`config.mk`:
```
export PLATFORM = sky130hd
export DESIGN_NAME = alu_operand_sequencer_flat
export DESIGN_NICKNAME = d
export VERILOG_FILES = /design/src/rtl/alu_operand_sequencer_if.sv /design/src/rtl/alu_operand_sequencer.sv /design/src/flat_wrapper.sv
export SDC_FILE = /design/constraint.sdc
export NUM_CORES = 1
export LEC_CHECK = 0
export ABC_CLOCK_PERIOD_IN_PS = 2610
export CORE_ASPECT_RATIO = 0.8
export CORE_MARGIN = 2
export CORE_UTILIZATION = 45
export CTS_CLUSTER_SIZE = 10
export DETAILED_ROUTE_END_ITERATION = 8
export PLACE_DENSITY = 0.8
export SLEW_MARGIN = 10
export SYNTH_ARGS = -nofsm -noshare
export SYNTH_HDL_FRONTEND = slang
export SYNTH_SLANG_ARGS = --single-unit
```
`constraint.sdc`:
```
create_clock -name clk -period 2.61 [get_ports clk]
set_input_delay 0.6525 -clock clk [delete_from_list [all_inputs] [get_ports clk]]
set_output_delay 0.6525 -clock clk [all_outputs]
set_load 0.05 [all_outputs]
```
`src/rtl/alu_operand_sequencer_if.sv`:
```
// alu_operand_sequencer_if: operand/select/result bundle between the sequencer and its driver
interface alu_operand_sequencer_if #(parameter int DW = 4, parameter int RW = 8);
  logic [DW-1:0] din;
  logic          load;
  logic          clear;
  logic [RW-1:0] alu_res;
  logic [DW-1:0] x_out;
  logic [DW-1:0] y_out;
  logic [1:0]    sel_out;
  logic [RW-1:0] res_out;
  logic          res_valid;
  logic [2:0]    phase;
  modport master (output din, load, clear, alu_res,
                  input  x_out, y_out, sel_out, res_out, res_valid, phase);
  modport slave  (input  din, load, clear, alu_res,
                  output x_out, y_out, sel_out, res_out, res_valid, phase);
endinterface

```
`src/rtl/alu_operand_sequencer.sv`:
```
// alu_operand_sequencer: serial X/Y/select loader feeding the logical unit and capturing its result
// Optional load debounce filter enabled by defining ALU_SEQ_LOAD_DEBOUNCE_EN.
module alu_operand_sequencer #(
  parameter int DW = 4,
  parameter int RW = 8,
  parameter int DEB_CYCLES = 16
) (
  input logic clk,
  input logic rst,
  alu_operand_sequencer_if.slave bus
);
  typedef enum logic [2:0] {S_X = 3'd0, S_Y = 3'd1, S_OP = 3'd2, S_CAP = 3'd3, S_RES = 3'd4} state_t;
  state_t state, state_n;
  logic [DW-1:0] x, x_n, y, y_n;
  logic [1:0] sel, sel_n;
  logic [RW-1:0] res, res_n;
  logic vld, vld_n;
  logic load_f, load_q, strobe;
  if (DEB_CYCLES < 1) begin : g_chk
    $error("DEB_CYCLES must be at least 1");
  end
`ifdef ALU_SEQ_LOAD_DEBOUNCE_EN
  localparam int CW = $clog2(DEB_CYCLES + 1);
  logic [1:0] sync;
  logic [CW-1:0] cnt;
  // load_f flips only after the synchronized level disagrees for DEB_CYCLES straight cycles
  always_ff @(posedge clk) begin
    if (rst) begin
      sync <= 2'b11;
      cnt <= '0;
      load_f <= 1'b1;
    end else begin
      sync <= {sync[0], bus.load};
      if (sync[1] != load_f) begin
        cnt <= (cnt == CW'(DEB_CYCLES - 1)) ? '0 : cnt + CW'(1);
        if (cnt == CW'(DEB_CYCLES - 1)) load_f <= sync[1];
      end else begin
        cnt <= '0;
      end
    end
  end
`else
  always_ff @(posedge clk) load_f <= rst ? 1'b1 : bus.load;
`endif
  // history resets high so a button held through reset gives no strobe
  always_ff @(posedge clk) load_q <= rst ? 1'b1 : load_f;
  assign strobe = load_f & ~load_q;
  always_ff @(posedge clk) begin
    if (rst) begin
      state <= S_X;
      x <= '0;
      y <= '0;
      sel <= '0;
      res <= '0;
      vld <= 1'b0;
    end else begin
      state <= state_n;
      x <= x_n;
      y <= y_n;
      sel <= sel_n;
      res <= res_n;
      vld <= vld_n;
    end
  end
  always_comb begin
    state_n = state;
    x_n = x;
    y_n = y;
    sel_n = sel;
    res_n = res;
    vld_n = vld;
    if (bus.clear) begin
      state_n = S_X;
      x_n = '0;
      y_n = '0;
      sel_n = '0;
      res_n = '0;
      vld_n = 1'b0;
    end else begin
      case (state)
        S_X:   if (strobe) begin x_n = bus.din; state_n = S_Y; end
        S_Y:   if (strobe) begin y_n = bus.din; state_n = S_OP; end
        S_OP:  if (strobe) begin sel_n = bus.din[1:0]; state_n = S_CAP; end
        S_CAP: begin res_n = bus.alu_res; vld_n = 1'b1; state_n = S_RES; end
        S_RES: if (strobe) begin x_n = bus.din; vld_n = 1'b0; state_n = S_Y; end
        default: begin state_n = S_X; vld_n = 1'b0; end
      endcase
    end
  end
  assign bus.x_out = x;
  assign bus.y_out = y;
  assign bus.sel_out = sel;
  assign bus.res_out = res;
  assign bus.res_valid = vld;
  assign bus.phase = state;
endmodule

```
`src/flat_wrapper.sv`:
```
// flat-port wrapper written by rule: the top's interface ports become plain ports
module alu_operand_sequencer_flat 
#(
  parameter int DW = 4,
  parameter int RW = 8,
  parameter int DEB_CYCLES = 16
)
  (clk, rst, bus_din, bus_load, bus_clear, bus_alu_res, bus_x_out, bus_y_out, bus_sel_out, bus_res_out, bus_res_valid, bus_phase);
  alu_operand_sequencer_if #(.DW(DW), .RW(RW)) bus_i ();
  input logic clk;
  input logic rst;
  input wire logic [$bits(bus_i.din)-1:0] bus_din;
  input wire logic [$bits(bus_i.load)-1:0] bus_load;
  input wire logic [$bits(bus_i.clear)-1:0] bus_clear;
  input wire logic [$bits(bus_i.alu_res)-1:0] bus_alu_res;
  output wire logic [$bits(bus_i.x_out)-1:0] bus_x_out;
  output wire logic [$bits(bus_i.y_out)-1:0] bus_y_out;
  output wire logic [$bits(bus_i.sel_out)-1:0] bus_sel_out;
  output wire logic [$bits(bus_i.res_out)-1:0] bus_res_out;
  output wire logic [$bits(bus_i.res_valid)-1:0] bus_res_valid;
  output wire logic [$bits(bus_i.phase)-1:0] bus_phase;
  assign bus_i.din = bus_din;
  assign bus_i.load = bus_load;
  assign bus_i.clear = bus_clear;
  assign bus_i.alu_res = bus_alu_res;
  assign bus_x_out = bus_i.x_out;
  assign bus_y_out = bus_i.y_out;
  assign bus_sel_out = bus_i.sel_out;
  assign bus_res_out = bus_i.res_out;
  assign bus_res_valid = bus_i.res_valid;
  assign bus_phase = bus_i.phase;
  alu_operand_sequencer #(.DW(DW), .RW(RW), .DEB_CYCLES(DEB_CYCLES)) u_core (.clk(clk), .rst(rst), .bus(bus_i));
endmodule
```
== Yosys cells after proc, flatten, opt, wreduce, memory -nomap -nowiden ==
Index checks and enable logic that the tools add are counted.
Word-level totals
  bits of input ports: 16
  output and inout port bits: 22
  logic and storage cells: 34
  bits in registers: 24
Operators by class
  muxes and demuxes: 6
  equality and inequality tests: 8
  bitwise gates (word level): 3
  reductions and logical operators: 9
Operator list (number)
  $pmux 3 s4: 1
  $mux 3: 3
  $ne 2x1->1 const B: 4
  $reduce_and 2->1: 4
  $eq 3x2->1 const B: 2
  $reduce_or 2->1: 2
  $eq 3x1->1 const B: 1
  $eq 3x3->1 const B: 1
  $logic_not 3->1: 1
  $pmux 1 s3: 1
  $reduce_and 3->1: 1
  $reduce_or 3->1: 1
  $not 1->1: 2
  $and 1x1->1: 1
  $mux 1: 1

== Longest topological paths before layout ==
Gate-level depths: netlist of run 1.
  word-level depth: 4
  mapped depth: 5
  gate-level depth less buffers: 3

== Least setup slack after synthesis of run 1 ==
Ideal clock, no wire load.
  path type: flip-flop to flip-flop
  start point: register u_core.state[1], in the netlist u_core.bus.phase[1]
  end point: register u_core.sel[0], in the netlist u_core.bus.sel_out[0]
  setup slack: 977 ps
  period minus slack after synthesis: 1633 ps
  cell stages (with the launch flop): 4
  path buffers: 1
  setup time: 119 ps
  required time: 2491 ps
  data arrival time: 1513 ps
  path through: dfxtp_1 buf_2 or4b_4 mux2i_1
On the way
  longest elaborated chain between the ends: 2
Ends and longest elaborated chain
  start, declared: RTL line alu_operand_sequencer.sv:13  | state_t state, state_n;
  start signal, assigned: RTL line alu_operand_sequencer.sv:57  | state <= state_n;
  $eq 3x2->1: RTL line alu_operand_sequencer.sv:80  | case (state)
  $reduce_and 2->1 (no source line)
  end signal, assigned: RTL line alu_operand_sequencer.sv:60  | sel <= sel_n;
  end, declared: RTL line alu_operand_sequencer.sv:15  | logic [1:0] sel, sel_n;
No other way between the ends.
A chain may end at the register's enable or synchronous reset.

== Worst setup path in the final report of run 1 ==
  start point: register u_core.state[1], in the netlist u_core.bus.phase[1]
  end point: output port bus_phase[1]
RTL lines
  end, declared: RTL line flat_wrapper.sv:21  | output wire logic [$bits(bus_i.phase)-1:0] bus_phase;
No word-level cell between the ends.

==> results.json, run 1 <==
{
  "combinationalPowerShare_pct": 8.2,
  "path_cells": "clkdlybuf4s50_1",
  "drtIter0Drc": 21,
  "synth_nets": 108,
  "drtAntennaViolNets": 0,
  "dieHeight_um": 44.98,
  "crit_type": "reg2out",
  "syn_inst": 92,
  "fin_skew_ns": 0.003282,
  "critical_path_buf_inv_count": 1,
  "dr_wl_met2_um": 885,
  "ir_drop_mv": 0.4506,
  "hold_path.class": "reg2reg",
  "startpoint_type": "flip-flop",
  "yosysSeqAreaShare_pct": 50.86,
  "h-tree-depth": 1,
  "initial_core_util_pct": 49.03,
  "met1_length_um": 923,
  "setup_viol": 0,
  "clk_path_buf_depth": 2,
  "syn-mean-instance-area_sq_um": 10.27,
  "grt_use_total_pct": 17.55,
  "cts.sinks": 24,
  "cap_violations": 0,
  "wl_per_cell_um": 13.25,
  "antenna_found_initial": 0,
  "slew_violations": 0,
  "cts_hold_buf": 0,
  "gr-total-overflow": 0,
  "switching_share_pct": 20.89,
  "fin_tns_setup_ns": 0,
  "layout-drive-gt1-share_pct": 9.375,
  "drt_pass1_iterations": 4,
  "cp.arrival_ns": 1.79,
  "die_area_sq_um": 2484,
  "dp_hpwl_mm": 1.493,
  "first_global_vias": 758,
  "cts_tree": "yes",
  "cts_buffers": 3,
  "drc": 0,
  "status": "completed",
  "max_slew_margin_pct": 62.24,
  "numPortBuffers": 37,
  "clockPowerShare_pct": 31.0,
  "post_cts_resized": 0,
  "yosys.cell_types.count": 21,
  "rsz0062_at_grt": "no",
  "area_delta_synth_final_pct": 44.24,
  "final_cells": 152,
  "cellLeakagePower_nw": 0.5337,
  "cts.clk_slew.worst_paths_ns": 0.12,
  "cp-end-kind": "primary output",
  "worst_pin_slew_ns": 0.5647,
  "crit_family": "buffers and inverters",
  "coreArea_sq_um": 1927,
  "place_congestion": 0.7337,
  "synth_top_cell_by_area": "dfxtp_1",
  "vias_per_cell": 4.875,
  "grt_max_degree": 17,
  "nNetsFinal": 145,
  "routed_wl_mm": 2.014,
  "cts_setup_buffers": 0,
  "synth_seq_cells": 24,
  "synth.top_cell.area_share_pct": 50.86,
  "yosys_warnings": 0,
  "power_frac_seq_pct": 60.8,
  "routed.top_layer": "met3",
  "dpl.cell_count": 148,
  "diodes": 0,
  "dr_wl_met3_um": 204,
  "p_sw_w": 0.0001279,
  "powerDensity_nw_per_um2": 449.1,
  "min_period_ns": 2.447,
  "required_ns": 1.96,
  "num_rows": 14,
  "clockRootBuffer": "clkbuf_4",
  "p_int_w": 0.0004841,
  "crit_fanout": 11,
  "hold_viol_final": 0,
  "final_util_pct": 70.71,
  "slowest_stage": "clkdlybuf4s50_1",
  "pin_count": 38,
  "yosys-top-cells-area": "dfxtp_1 51%, mux2i_1 20%, nor2_1 5.6%, nand2_1 4.0%, nor4b_4 2.5%",
  "worstSkewPairLatency_ns": 0.31,
  "fmax_mhz": 408.6,
  "max_stage_delay_ns": 0.89,
  "period_share_pct": 93.77,
  "grt_pass1_wl_mm": 3.387,
  "synth.cell_area_sq_um": 944.7,
  "vias": 741,
  "die_w_um": 55.23
}
[cell families after synthesis]
group | Yosys count | synth area share (%)
simple gates | 38 | 22.91
flops | 24 | 50.86
compound gates | 5 | 3.311
buf+inv | 6 | 2.781
mux | 19 | 20.13
[flip-flops by register name (all words and copies together), names as in the netlist]
name                  cells
u_core.bus.phase          3
u_core.bus.res_out        8
u_core.bus.res_valid      1
u_core.bus.sel_out        2
u_core.bus.x_out          4
u_core.bus.y_out          4
u_core.load_f             1
u_core.load_q             1
[power groups by stage]
stage	registers, W	clock network (W)	logic [W]
after floorplan	0.000383	0	0.0000179
after global placement	0.000380	0	0.0000495
after detailed placement	0.000380	0	0.0000499
after CTS	0.000372	0.000200	0.0000502
after global routing	0.000373	0.000210	0.0000542
final	0.000372	0.000190	0.0000501
[synthesized netlist by cell type]
cell type  count
clkbuf_1       3
nor4b_4        1
nor3b_1        1
nand3b_1       1
a21oi_1        3
a211o_1        1
or3b_1         1
nand2_1       10
mux2i_1       19
nand2b_1       1
nor2_1        14
buf_2          3
nor3_2         1
or2_2          3
o31ai_1        1
or4b_4         1
nor3_1         1
nand2b_4       1
nand3_1        1
nand4_1        1
dfxtp_1       24
[layout make-up]
class	instances	area, sq um
Tap cell	24	30.03
Multi-Input combinational cell	62	437.9
Clock buffer	4	36.28
Sequential cell	24	480.5
Fill cell	156	564.3
Timing Repair Buffer	38	377.9
[layer usage]
metal / up-vias / GRT usage (%)
met5: - / 0
met3: 0 / 8.596
li1: 382 / -
met1: 329 / 21.57
met4: 0 / 2.927
met2: 30 / 28.81
[worst paths after layout]
path / start / slack (ns) / depth (start not counted) / to
worst max-delay path: u_core.bus.phase[1] / 0.16 / 1 / bus_phase[1]
worst min-delay path: u_core.bus.y_out[1] / 0.47 / 2 / u_core.bus.y_out[1]
worst max register to register: u_core.bus.phase[1] / 1.05 / 3 / u_core.bus.res_out[6]
worst min register to register: u_core.bus.y_out[1] / 0.47 / 2 / u_core.bus.y_out[1]
[cells in the final DEF, fill, tap and decap left out]
| cell | instances |
|---|---|
| a211o_1 | 1 |
| dfxtp_1 | 24 |
| nand2b_4 | 1 |
| nand3_1 | 1 |
| clkdlybuf4s50_1 | 37 |
| nand4_1 | 1 |
| buf_4 | 1 |
| nand2_1 | 10 |
| clkbuf_4 | 3 |
| nor3b_1 | 1 |
| nor2_1 | 14 |
| or2_2 | 3 |
| nand3b_1 | 1 |
| nand2b_1 | 1 |
| or3b_1 | 1 |
| or4b_4 | 1 |
| clkbuf_8 | 1 |
| mux2i_1 | 19 |
| a21oi_1 | 3 |
| o31ai_1 | 1 |
| nor4b_4 | 1 |
| nor3_2 | 1 |
| nor3_1 | 1 |
[through the flow]
step	total power [W]	worst slack (ns)	hold WS, ns	area (sq um)
final	0.0006120	0.1627	0.4665	1363
after global routing	0.0006375	0.09024	0.4914	1363
after CTS	0.0006221	0.1526	0.4725	1363
after detailed placement	0.0004303	0.5154	0.4470	1326
after global placement	0.0004296	0.5654	0.4402	1326
after floorplan	0.0004008	0.9773	0.5219	944.7
No activity file was read; power rests on OpenSTA's default activity.
==> run 2: changes to the inputs <==
- CORE_ASPECT_RATIO: 0.8 -> unset
==> results.json, run 2 (same netlist as run 1, synthesis figures left out) <==
{
  "final_common_cell": "clkdlybuf4s50_1",
  "setup_ws_ns": 0.1791,
  "fin_tns_setup_ns": 0,
  "routed_wl_mm": 1.953,
  "cts_tree": "yes",
  "place_congestion": 0.7245,
  "power_frac_seq_pct": 54.7,
  "drt_pass1_iterations": 4,
  "nNetsFinal": 145,
  "startpoint_type": "flip-flop",
  "cts_buffers": 3,
  "num_rows": 16,
  "vias": 758,
  "p_int_w": 0.0005542,
  "period_share_pct": 93.14,
  "coreArea_sq_um": 1962,
  "rsz0062_at_grt": "no",
  "post_cts_resized": 0,
  "fmax_mhz": 411.4,
  "grt_max_degree": 17,
  "clk_path_buf_depth": 2,
  "drtIter0Drc": 8,
  "final_util_pct": 70.47,
  "grt_pass1_wl_mm": 3.298,
  "layout-drive-gt1-share_pct": 9.375,
  "setup_viol": 0,
  "layout_common_cells": "37 x clkdlybuf4s50_1, 24 x dfxtp_1, 19 x mux2i_1",
  "dpl-instance-area_sq_um": 1330,
  "dp_hpwl_mm": 1.448,
  "cts.clk_slew.worst_paths_ns": 0.12,
  "first_global_vias": 767,
  "hold_path.class": "reg2reg",
  "crit_start": "u_core.bus.phase[1]",
  "powerDensity_nw_per_um2": 492.5,
  "cts_setup_buffers": 0,
  "drc": 0,
  "fin_hold_ws_ns": 0.4651,
  "worstHoldStart": "u_core.bus.y_out[3]",
  "die_w_um": 49.82,
  "clockRootBuffer": "clkbuf_4",
  "dpl_worst_slack_ns": 0.5311,
  "cp-end-kind": "primary output",
  "grt_use_total_pct": 17.45,
  "crit_type": "reg2out",
  "rr_startpoint": "u_core.bus.phase[1]",
  "ir_drop_mv": 0.3129,
  "die_area_sq_um": 2482,
  "combinationalPowerShare_pct": 7.4,
  "drtAntennaViolNets": 0,
  "clockPowerShare_pct": 38.0,
  "slew_violations": 0,
  "slowest_stage": "clkdlybuf4s50_1",
  "crit_family": "buffers and inverters",
  "worstSkewPairLatency_ns": 0.31,
  "h-tree-depth": 1,
  "crit_fanout": 11,
  "status": "completed",
  "cellLeakagePower_nw": 0.5407,
  "vias_per_cell": 4.890,
  "cap_violations": 0,
  "initial_core_util_pct": 48.15,
  "cts.sinks": 24,
  "p_sw_w": 0.0001268,
  "cts_hold_buf": 0,
  "dieHeight_um": 49.82,
  "required_ns": 1.96,
  "critical_path_buf_inv_count": 1,
  "diodes": 0,
  "largest_reg_flops": 8,
  "numPortBuffers": 37,
  "fin_area_sq_um": 1383,
  "area_delta_synth_final_pct": 46.36,
  "gr-total-overflow": 0,
  "wl_per_cell_um": 12.60,
  "max_slew_margin_pct": 64.46,
  "antenna_found_initial": 0,
  "fin_skew_ns": 0.006432,
  "path_cells": "clkdlybuf4s50_1",
  "worst_pin_slew_ns": 0.5315,
  "cp.arrival_ns": 1.78,
  "switching_share_pct": 18.62,
  "hold_viol_final": 0,
  "min_period_ns": 2.431,
  "pin_count": 38,
  "max_stage_delay_ns": 0.89
}
run 2: changes by cell type in the layout (fill, tap and decap cells not counted), sizes merged:
cell | previous run | this run
bufinv | 0 | 1
clkbuf | 4 | 3
run 2: power groups by stage:
stage               clock, W  sequential (W)  combinational, W
finish              0.000259        0.000372         0.0000502
global route        0.000286        0.000373         0.0000537
CTS                 0.000267        0.000372         0.0000506
detailed placement         0        0.000380         0.0000504
global placement           0        0.000380         0.0000495
floorplan                  0        0.000383         0.0000179
run 2: metrics by stage:
step           std cells  total power, W
2_1_floorplan         92       0.0004008
3_3_place_gp         151       0.0004295
3_5_place_dp         151       0.0004308
4_1_cts              155       0.0006898
5_1_grt              155       0.0007124
6_report             155       0.0006809
run 2: final timing paths:
kind                                              end  slack [ns]  cells after the start
worst min-delay path              u_core.bus.y_out[3]        0.47                      2
worst max register to register  u_core.bus.res_out[6]        1.12                      3
worst max-delay path                     bus_phase[1]        0.18                      1
worst min register to register    u_core.bus.y_out[3]        0.47                      2
run 2: metal layers:
layer,vias up,global-route usage (%),wire (um)
li1,384,-,-
met1,349,19.39,868
met2,23,28.89,922
met3,2,6.970,146
met4,0,8.333,15
met5,-,0,0
run 2: area by class of cell:
class	instances	area, sq um
multi-input cells	62	437.9
well taps	27	33.78
flip-flops and latches	24	480.5
clock buffers	3	22.52
fillers	160	579.3
clock inverters	1	30.03
repair buffers	38	377.9
run 2: worst register-to-register path: stages, from the launching register on:
cell	delay (ns)
dfxtp_1	0.59
nand3b_1	0.46
mux2i_1	0.28
nor2_1	0.06
==> run 3: changes to the inputs <==
- SKIP_LAST_GASP: unset -> 1
==> results of run 3 <==
The final DEF is identical to that of run 2; final timing and power are the same.
